File: src/rtl/step_sequencer_core_if.sv
// Control, pattern-write and note-output signals between the step sequencer and its host.
// The master modport belongs to the host; the slave modport belongs to the sequencer.
interface step_sequencer_core_if #(
  parameter int unsigned STEP_W = 4
);
  logic              play;
  logic              stop;
  logic              wr_en;
  logic [STEP_W-1:0] wr_step;
  logic [11:0]       wr_data;
  logic [11:0]       select;
  logic [STEP_W-1:0] step;
  logic              step_pulse;
  logic              n_start;
  logic              playing;

  modport master (
    output play, stop, wr_en, wr_step, wr_data,
    input  select, step, step_pulse, n_start, playing
  );

  modport slave (
    input  play, stop, wr_en, wr_step, wr_data,
    output select, step, step_pulse, n_start, playing
  );
endinterface

File: src/rtl/step_sequencer_core.sv
// Pattern step sequencer: steps through a 2**STEP_W x 12-bit note-mask pattern at a fixed tempo.
// Optional macro STEP_SEQ_GATE_EN gates Select off once the counter reaches GATE_TICKS in a step.
module step_sequencer_core #(
  parameter int unsigned STEP_W     = 4,
  parameter int unsigned STEP_TICKS = 6250000,
  parameter int unsigned GATE_TICKS = 4687500
) (
  input  logic                  clk_i,
  input  logic                  rst_i,
  step_sequencer_core_if.slave  bus_io
);

  localparam int unsigned Steps   = 2 ** STEP_W;
  localparam int unsigned CntW    = $clog2(STEP_TICKS);
  localparam logic [CntW-1:0] CntLast = CntW'(STEP_TICKS - 1);

  if (STEP_TICKS < 2 || GATE_TICKS < 1 || GATE_TICKS > STEP_TICKS) begin : g_param_check
    $error("step_sequencer_core: need STEP_TICKS >= 2 and 1 <= GATE_TICKS <= STEP_TICKS");
  end

  // StEntry is the cycle after ARM in which the first step is loaded.
  typedef enum logic [1:0] {StIdle, StArm, StEntry, StPlay} state_e;

  state_e            state_q, state_d;
  logic [CntW-1:0]   cnt_q, cnt_d;
  logic [STEP_W-1:0] step_q, step_d, step_nxt;
  logic [11:0]       word_q, word_d;
  logic [11:0]       sel_q, sel_d;
  logic              pulse_q, pulse_d;
  logic              n_start_q, n_start_d;
  logic              playing_q, playing_d;
  logic [11:0]       pattern_q [Steps];

  assign step_nxt = step_q + STEP_W'(1);

  // Non-blocking write: a read at the same edge still latches the old word.
  always_ff @(posedge clk_i or posedge rst_i) begin
    if (rst_i) begin
      for (int unsigned i = 0; i < Steps; i++) begin
        pattern_q[i] <= '0;
      end
    end else if (bus_io.wr_en) begin
      pattern_q[bus_io.wr_step] <= bus_io.wr_data;
    end
  end

  always_comb begin
    state_d   = state_q;
    cnt_d     = cnt_q;
    step_d    = step_q;
    word_d    = word_q;
    pulse_d   = 1'b0;
    n_start_d = 1'b1;
    playing_d = playing_q;
    if (bus_io.stop) begin
      state_d   = StIdle;
      cnt_d     = '0;
      step_d    = '0;
      word_d    = '0;
      playing_d = 1'b0;
    end else begin
      unique case (state_q)
        StIdle: begin
          if (bus_io.play) begin
            state_d   = StArm;
            n_start_d = 1'b0;
            cnt_d     = '0;
            step_d    = '0;
          end
        end
        StArm: begin
          state_d = StEntry;
        end
        StEntry: begin
          state_d   = StPlay;
          cnt_d     = '0;
          step_d    = '0;
          word_d    = pattern_q[0];
          pulse_d   = 1'b1;
          playing_d = 1'b1;
        end
        StPlay: begin
          if (cnt_q == CntLast) begin
            cnt_d   = '0;
            step_d  = step_nxt;
            word_d  = pattern_q[step_nxt];
            pulse_d = 1'b1;
          end else begin
            cnt_d = cnt_q + CntW'(1);
          end
        end
        default: begin
          state_d = StIdle;
        end
      endcase
    end
`ifdef STEP_SEQ_GATE_EN
    sel_d = (state_d == StPlay && 32'(cnt_d) < GATE_TICKS) ? word_d : '0;
`else
    sel_d = word_d;
`endif
  end

  always_ff @(posedge clk_i or posedge rst_i) begin
    if (rst_i) begin
      state_q   <= StIdle;
      cnt_q     <= '0;
      step_q    <= '0;
      word_q    <= '0;
      sel_q     <= '0;
      pulse_q   <= 1'b0;
      n_start_q <= 1'b1;
      playing_q <= 1'b0;
    end else begin
      state_q   <= state_d;
      cnt_q     <= cnt_d;
      step_q    <= step_d;
      word_q    <= word_d;
      sel_q     <= sel_d;
      pulse_q   <= pulse_d;
      n_start_q <= n_start_d;
      playing_q <= playing_d;
    end
  end

  assign bus_io.select     = sel_q;
  assign bus_io.step       = step_q;
  assign bus_io.step_pulse = pulse_q;
  assign bus_io.n_start    = n_start_q;
  assign bus_io.playing    = playing_q;

endmodule

File: src/flat_wrapper.sv
// flat-port wrapper written by rule: the top's interface ports become plain ports
module step_sequencer_core_flat 
#(
  parameter int unsigned STEP_W     = 4,
  parameter int unsigned STEP_TICKS = 6250000,
  parameter int unsigned GATE_TICKS = 4687500
)
  (clk_i, rst_i, bus_io_play, bus_io_stop, bus_io_wr_en, bus_io_wr_step, bus_io_wr_data, bus_io_select, bus_io_step, bus_io_step_pulse, bus_io_n_start, bus_io_playing);
  step_sequencer_core_if #(.STEP_W(STEP_W)) bus_io_i ();
  input  logic clk_i;
  input  logic rst_i;
  input wire logic [$bits(bus_io_i.play)-1:0] bus_io_play;
  input wire logic [$bits(bus_io_i.stop)-1:0] bus_io_stop;
  input wire logic [$bits(bus_io_i.wr_en)-1:0] bus_io_wr_en;
  input wire logic [$bits(bus_io_i.wr_step)-1:0] bus_io_wr_step;
  input wire logic [$bits(bus_io_i.wr_data)-1:0] bus_io_wr_data;
  output wire logic [$bits(bus_io_i.select)-1:0] bus_io_select;
  output wire logic [$bits(bus_io_i.step)-1:0] bus_io_step;
  output wire logic [$bits(bus_io_i.step_pulse)-1:0] bus_io_step_pulse;
  output wire logic [$bits(bus_io_i.n_start)-1:0] bus_io_n_start;
  output wire logic [$bits(bus_io_i.playing)-1:0] bus_io_playing;
  assign bus_io_i.play = bus_io_play;
  assign bus_io_i.stop = bus_io_stop;
  assign bus_io_i.wr_en = bus_io_wr_en;
  assign bus_io_i.wr_step = bus_io_wr_step;
  assign bus_io_i.wr_data = bus_io_wr_data;
  assign bus_io_select = bus_io_i.select;
  assign bus_io_step = bus_io_i.step;
  assign bus_io_step_pulse = bus_io_i.step_pulse;
  assign bus_io_n_start = bus_io_i.n_start;
  assign bus_io_playing = bus_io_i.playing;
  step_sequencer_core #(.STEP_W(STEP_W), .STEP_TICKS(STEP_TICKS), .GATE_TICKS(GATE_TICKS)) u_core (.clk_i(clk_i), .rst_i(rst_i), .bus_io(bus_io_i));
endmodule
File: config.mk
export PLATFORM = sky130hd
export DESIGN_NAME = step_sequencer_core_flat
export DESIGN_NICKNAME = d
export VERILOG_FILES = /design/src/rtl/step_sequencer_core_if.sv /design/src/rtl/step_sequencer_core.sv /design/src/flat_wrapper.sv
export SDC_FILE = /design/constraint.sdc
export NUM_CORES = 1
export LEC_CHECK = 0
export CORE_AREA = 2 2 183 185
export DETAILED_ROUTE_END_ITERATION = 8
export DIE_AREA = 0 0 185 187
export HOLD_SLACK_MARGIN = 0.02
export SLEW_MARGIN = 20
export SYNTH_ARGS = -nofsm -noshare
export SYNTH_HDL_FRONTEND = slang
export SYNTH_SLANG_ARGS = --single-unit
File: constraint.sdc
create_clock -name clk_i -period 9.8 [get_ports clk_i]
set_input_delay 2.94 -clock clk_i [delete_from_list [all_inputs] [get_ports clk_i]]
set_output_delay 2.94 -clock clk_i [all_outputs]
set_load 0.02 [all_outputs]
[Word-level counts from Yosys, hierarchy flattened]
Index checks and enable logic that the tools add are counted.
Word-level totals
  bits in writable memories: 0
  bits of input ports: 21
  word-level logic and storage cells: 74
  flip-flop bits (word level): 236
  output and inout port bits: 19
  ROM bits: 0
  bits in latches: 0
  memories: 0
Cells by class
  shift-type cells: 0
  divide/modulo/power cells: 0
  $lt $le $gt $ge: 3
  equal/unequal tests: 6
  multiplexer cells: 28
  $mul: 0
  add/sub/neg operators: 2
  reduce and logical (&&, ||, !) cells: 10
  bitwise logic cells: 2
Operator list (count)
  $bwmux 192: 1
  $mux 23: 3
  $pmux 23 s3: 1
  $mux 12: 5
  $bmux 12 s4: 1
  $demux 12 s4: 1
  $pmux 12 s2: 1
  $add 23x1->23 const B: 1
  $eq 23x23->1 const B: 1
  $mux 4: 3
  $pmux 4 s3: 1
  $ge 5x5->1 const B: 2
  $not 4->5: 2
  $reduce_bool 4->1: 2
  $mux 1: 7
  $pmux 2 s3: 1
  $reduce_and 2->1: 3
  $lt 5x1->1 const B: 1
  $add 4x1->4 const B: 1
  $eq 2x2->1 const B: 2
  $mux 2: 2
  $ne 3x2->1 const B: 1
  $ne 3x3->1 const B: 1
  $reduce_and 3->1: 1
  6 further kinds: 6

[Depth between registers and ports, before layout]
  word-level depth: 8
  depth in mapped cells: 8
  mapped depth without buffers: 7

[Least setup slack after synthesis]
Ideal clock, no wire load.
  path kind: input -> register
  start: input port bus_io_wr_step[3]
  end: register u_core.pattern_q[48] (netlist name)
  path slack: 5.358 ns
  stages: 5
  data arrival time: 4.317 ns
  data required time: 9.675 ns
  setup time: 0.125 ns
  buffers on the path: 2
  cells stage by stage: clkbuf_1 > nand2_1 > nor3_1 > clkbuf_1 > mux2_2
Between the ends
  cells in the longest elaborated chain, start to end: 6
  elaborated cells on any way between the ends: 7
  those cells by class: order compare (2); mux (3); bitwise (1); reduce/logical (1)
RTL lines
  start, declared: RTL line flat_wrapper.sv:15  | input wire logic [$bits(bus_io_i.wr_step)-1:0] bus_io_wr_step;
  $not 4->5 (not written as such) *: RTL line step_sequencer_core.sv:43  | pattern_q[bus_io.wr_step] <= bus_io.wr_data;
  $ge 5x5->1 (not written as such) / $lt 5x1->1 (equally long branches): RTL line step_sequencer_core.sv:43
  $logic_and 1x1->1 (not written as such): RTL line step_sequencer_core.sv:43
  $mux 12 (not written as such): RTL line step_sequencer_core.sv:43
  $demux 12 s4 *: RTL line step_sequencer_core.sv:43
  $bwmux 192 *: RTL line step_sequencer_core.sv:43
  end signal, assigned by index: RTL line step_sequencer_core.sv:43
  end, declared: RTL line step_sequencer_core.sv:32  | logic [11:0] pattern_q [Steps];
Every way passes the cells marked *; elsewhere a longest branch is shown, timed or not.
A chain may end at the register's enable or synchronous reset.

[Worst setup path after layout]
  start: input port bus_io_stop
  end: register u_core.step_q[0] (netlist: u_core.bus_io.step[0])
Between the ends
  cells in the longest elaborated chain, start to end: 2
  elaborated cells on any way between the ends: 5
  those cells by class: eq/ne (2); mux (1); reduce/logical (2)
RTL lines
  start, declared: RTL line flat_wrapper.sv:13  | input wire logic [$bits(bus_io_i.stop)-1:0] bus_io_stop;
  $ne 3x3->1 (no line), or another cell as far along
  $reduce_and 3->1 (no line)
  end signal, assigned: RTL line step_sequencer_core.sv:117  | step_q <= step_d;
  end, declared: RTL line step_sequencer_core.sv:26  | logic [STEP_W-1:0] step_q, step_d, step_nxt;
Parallel ways exist; a longest one is shown, timed or not.

==> flow_metrics.env <==
export IMPL_vias=6476
export IMPL_maxCapViolCount=0
export IMPL_p_sw_uw=703
export IMPL_post_cts_buffers=0
export IMPL_syn_num_nets=804
export IMPL_synth_async_reset_ratio=1.00
export IMPL_synth_top_area_frac=0.536
export IMPL_cts_buffers_inserted=27
export IMPL_avgSynthCellArea_um2=14.1
export IMPL_seq_area_frac_synth=0.539
export IMPL_ys_top_cells_by_area="dfrtp_1 (54%), mux2_2 (21%), mux4_2 (9.9%)"
export IMPL_synth_seq_cells=236
export IMPL_clock_skew_final_ns=0.0101
export IMPL_finalWorstSetupSlack_ns=5.17
export IMPL_cts_tree="yes"
export IMPL_pwr_share_seq=0.459
export IMPL_core_area_um2=32900
export IMPL_ios=40
export IMPL_rsz0062_at_grt="no"
export IMPL_die_w_um=185
export IMPL_status="completed"
export IMPL_row_count=67
export IMPL_cp_required_ns=10.20
export IMPL_report_final_hold_viol_count=0
export IMPL_p_clk_frac=0.358
export IMPL_hold_start="u_core.bus_io.playing$_DFFE_PP0P_"
export IMPL_startpoint_type="input port"
export IMPL_power_density_nw_per_um2=218
export IMPL_ir_worst_vdd_mv=0.116
export IMPL_clockRootBuffer="clkbuf_16"
export IMPL_crit_slowest_cell="and2_1"
export IMPL_drive_gt1_frac=0.396
export IMPL_slowest_delay_ns=0.61
export IMPL_cts_sinks=236
export IMPL_fin_area_um2=12700
export IMPL_synth_edf_count=0
export IMPL_insertion_delay_ns=0.52
export IMPL_end_kind="flip-flop"
export IMPL_r2r_start="u_core.bus_io.step[0]$_DFFE_PP0P_"
export IMPL_grt_usage=0.143
export IMPL_hold_path_cell_count=2
export IMPL_sw_frac_of_total=0.254
export IMPL_max_freq_mhz=216
export IMPL_synth_distinct_cells=46
export IMPL_diodes=0
export IMPL_netlist_instances=777
export IMPL_relSlewSlack=0.365
export IMPL_drt_total_wl_um=23900
export IMPL_drc=0
export IMPL_crit_type="in -> reg"
export IMPL_p_leak_nw=5.24
export IMPL_comb_power_share=0.183
export IMPL_grt_pass1_wl_um=39100
export IMPL_slew_viol_final=0
export IMPL_fin_crit_ns=4.63
export IMPL_ant_nets=0
export IMPL_io_buffers=39
export IMPL_yosysWarningCount=0
export IMPL_gp_congestion=0.791
export IMPL_antenna_found_initial=0
export IMPL_fin_nets=835
export IMPL_hold_buffers=0
export IMPL_wire_per_inst_um=18.8
export IMPL_timing_final_crit_share=0.473
export IMPL_synth_largest_area_cell="dfrtp_1"
export IMPL_crit_fanout=19
export IMPL_r2r_slack_ns=6.41
export IMPL_grt_pass1_vias=6773
export IMPL_grt_ovfl_total=0
export IMPL_firstDrtPassIters=6
export IMPL_drt_initial_drc_count=403
export IMPL_synth_ff_type="dfrtp_1"
export IMPL_reg2reg_to="u_core.word_q[5]$_DFFE_PP0P_"
export IMPL_p_int_mw=2.07
export IMPL_worstMarginPinSlew_ns=0.953
export IMPL_cts_htree_levels=1
export IMPL_dieArea_um2=34600
export IMPL_finalSetupViolations=0
export IMPL_place_hpwl_um=14800
export IMPL_crit_arrival_ns=5.04
export IMPL_cts_path_max_buffers=3
export IMPL_fin_tns_setup_ns=0
export IMPL_worstHoldPathType="reg -> reg"
export IMPL_placed_area_um2=11900
export IMPL_syn_cell_area_um2=11000
export IMPL_fp_dieH_um=187
export IMPL_grt_max_degree=130
export IMPL_path_cells="clkdlybuf4s50_1 -> inv_1 -> o21ai_1 -> buf_4 -> and2_1 -> mux2_2"
export IMPL_vias_per_cell=5.08
export IMPL_reg2reg_depth=7
export IMPL_clkSlewWorstSetupHoldPaths_ns=0.06
export IMPL_post_cts_resized=0
export IMPL_syn_to_final_growth_pct=16.3
export IMPL_place_ws_ns=4.61
export IMPL_start_util=0.334
export IMPL_holdPathEnd="u_core.bus_io.playing$_DFFE_PP0P_"
## cells by family after synthesis
group                      synth area share
adders and majority gates           0.00685
and+or+nand+nor                      0.0609
muxes                                 0.323
xor gates and xnor gates            0.00958
DFF                                   0.539
AOI/OAI and AO/OA                    0.0383
buffers and inverters                0.0227
## worst max path at each step
stage / end / start
after floorplan: u_core.bus_io.playing$_DFFE_PP0P_ / rst_i
after CTS: u_core.bus_io.step[0]$_DFFE_PP0P_ / bus_io_stop
after detailed placement: u_core.bus_io.step[0]$_DFFE_PP0P_ / bus_io_stop
after global routing: u_core.bus_io.step[0]$_DFFE_PP0P_ / bus_io_stop
after global placement: u_core.bus_io.step[0]$_DFFE_PP0P_ / bus_io_stop
final: u_core.bus_io.step[0]$_DFFE_PP0P_ / bus_io_stop
## per-stage QoR
step | cells | hold slack (ns) | power (mW) | utilization
2_1_floorplan | 777 | 0.474 | 1.66 | -
5_1_grt | 1274 | 0.511 | 2.91 | 0.388
3_3_place_gp | 1227 | 0.481 | 1.79 | 0.362
3_5_place_dp | 1227 | 0.489 | 1.81 | 0.362
4_1_cts | 1274 | 0.503 | 2.81 | 0.388
6_report | 1274 | 0.493 | 2.77 | 0.388
## area by class of cell
class / instances / area [um^2]
clock buffers: 42 / 792
clock inverters: 5 / 77.6
fillers: 3144 / 20100
inverters: 8 / 37.5
multi-input cells: 480 / 4860
flip-flops and latches: 236 / 5910
well taps: 448 / 561
repair buffers: 55 / 510
## state kept, by name, summed over array words and instances (netlist names)
register and cells:
u_core.pattern_q 192, u_core.cnt_q 23, u_core.word_q 12, u_core.bus_io.step 4
u_core.state_q 2, u_core.bus_io.n_start 1, u_core.bus_io.playing 1, u_core.bus_io.step_pulse 1
## layout by cell type, fill, tap and decap left out, types with 2 or more instances in the layout
master / synthesis / routed
nand3_1: 14 / 14
nor3_2: 0 / 2
o211ai_1: 13 / 13
nor2_1: 37 / 37
mux2_2: 207 / 207
buf_4: 2 / 16
clkinv_2: 0 / 2
nor4_1: 2 / 2
o21ai_0: 12 / 12
and2_1: 2 / 2
dfrtp_1: 235 / 234
nand4_1: 8 / 8
nand2b_1: 3 / 3
a22o_1: 2 / 2
a22oi_2: 4 / 4
a22oi_1: 8 / 8
nor2b_1: 5 / 5
xor2_1: 10 / 9
xnor2_1: 2 / 2
nand2_1: 39 / 39
or3_1: 9 / 9
a21oi_1: 8 / 8
inv_1: 8 / 7
clkdlybuf4s50_1: 0 / 39
bufinv_16: 0 / 2
ha_1: 6 / 5
and3_1: 3 / 3
mux4_2: 48 / 48
clkbuf_1: 40 / 9
a211oi_1: 2 / 2
mux2i_1: 13 / 13
clkbuf_16: 0 / 27
nor3_1: 9 / 6
clkbuf_8: 0 / 6
## power groups by stage
stage	registers [mW]	clock network [mW]	logic, mW
6_report	1.27	0.992	0.509
5_1_grt	1.30	1.06	0.558
4_1_cts	1.27	1.01	0.517
3_5_place_dp	1.29	0	0.515
3_3_place_gp	1.28	0	0.505
2_1_floorplan	1.27	0	0.396
## routing by layer
metal	part of all wire	global-route usage	up-vias
met5	0	0	-
met4	0.018	0.0317	0
met3	0.032	0.0218	39
met2	0.48	0.235	91
met1	0.47	0.199	3413
li1	-	-	2933
## cell usage after synthesis, types with 2 or more instances
cell,n
dfrtp_1,235
mux2_2,207
mux4_2,48
clkbuf_1,40
nand2_1,39
nor2_1,37
nand3_1,14
mux2i_1,13
o211ai_1,13
o21ai_0,12
xor2_1,10
nor3_1,9
or3_1,9
a21oi_1,8
a22oi_1,8
inv_1,8
nand4_1,8
buf_1,6
ha_1,6
nor2b_1,5
a22oi_2,4
buf_2,4
and3_1,3
nand2b_1,3
a211oi_1,2
a22o_1,2
and2_1,2
buf_4,2
nor4_1,2
xnor2_1,2
## critical path, delay by kind of cell
kind	cells	cell delay [ns]
buffers and inverters	3	0.96
and+or+nand+nor	1	0.61
muxes	1	0.41
AOI/OAI and AO/OA	1	0.10
(Power assumes the default switching activity.)
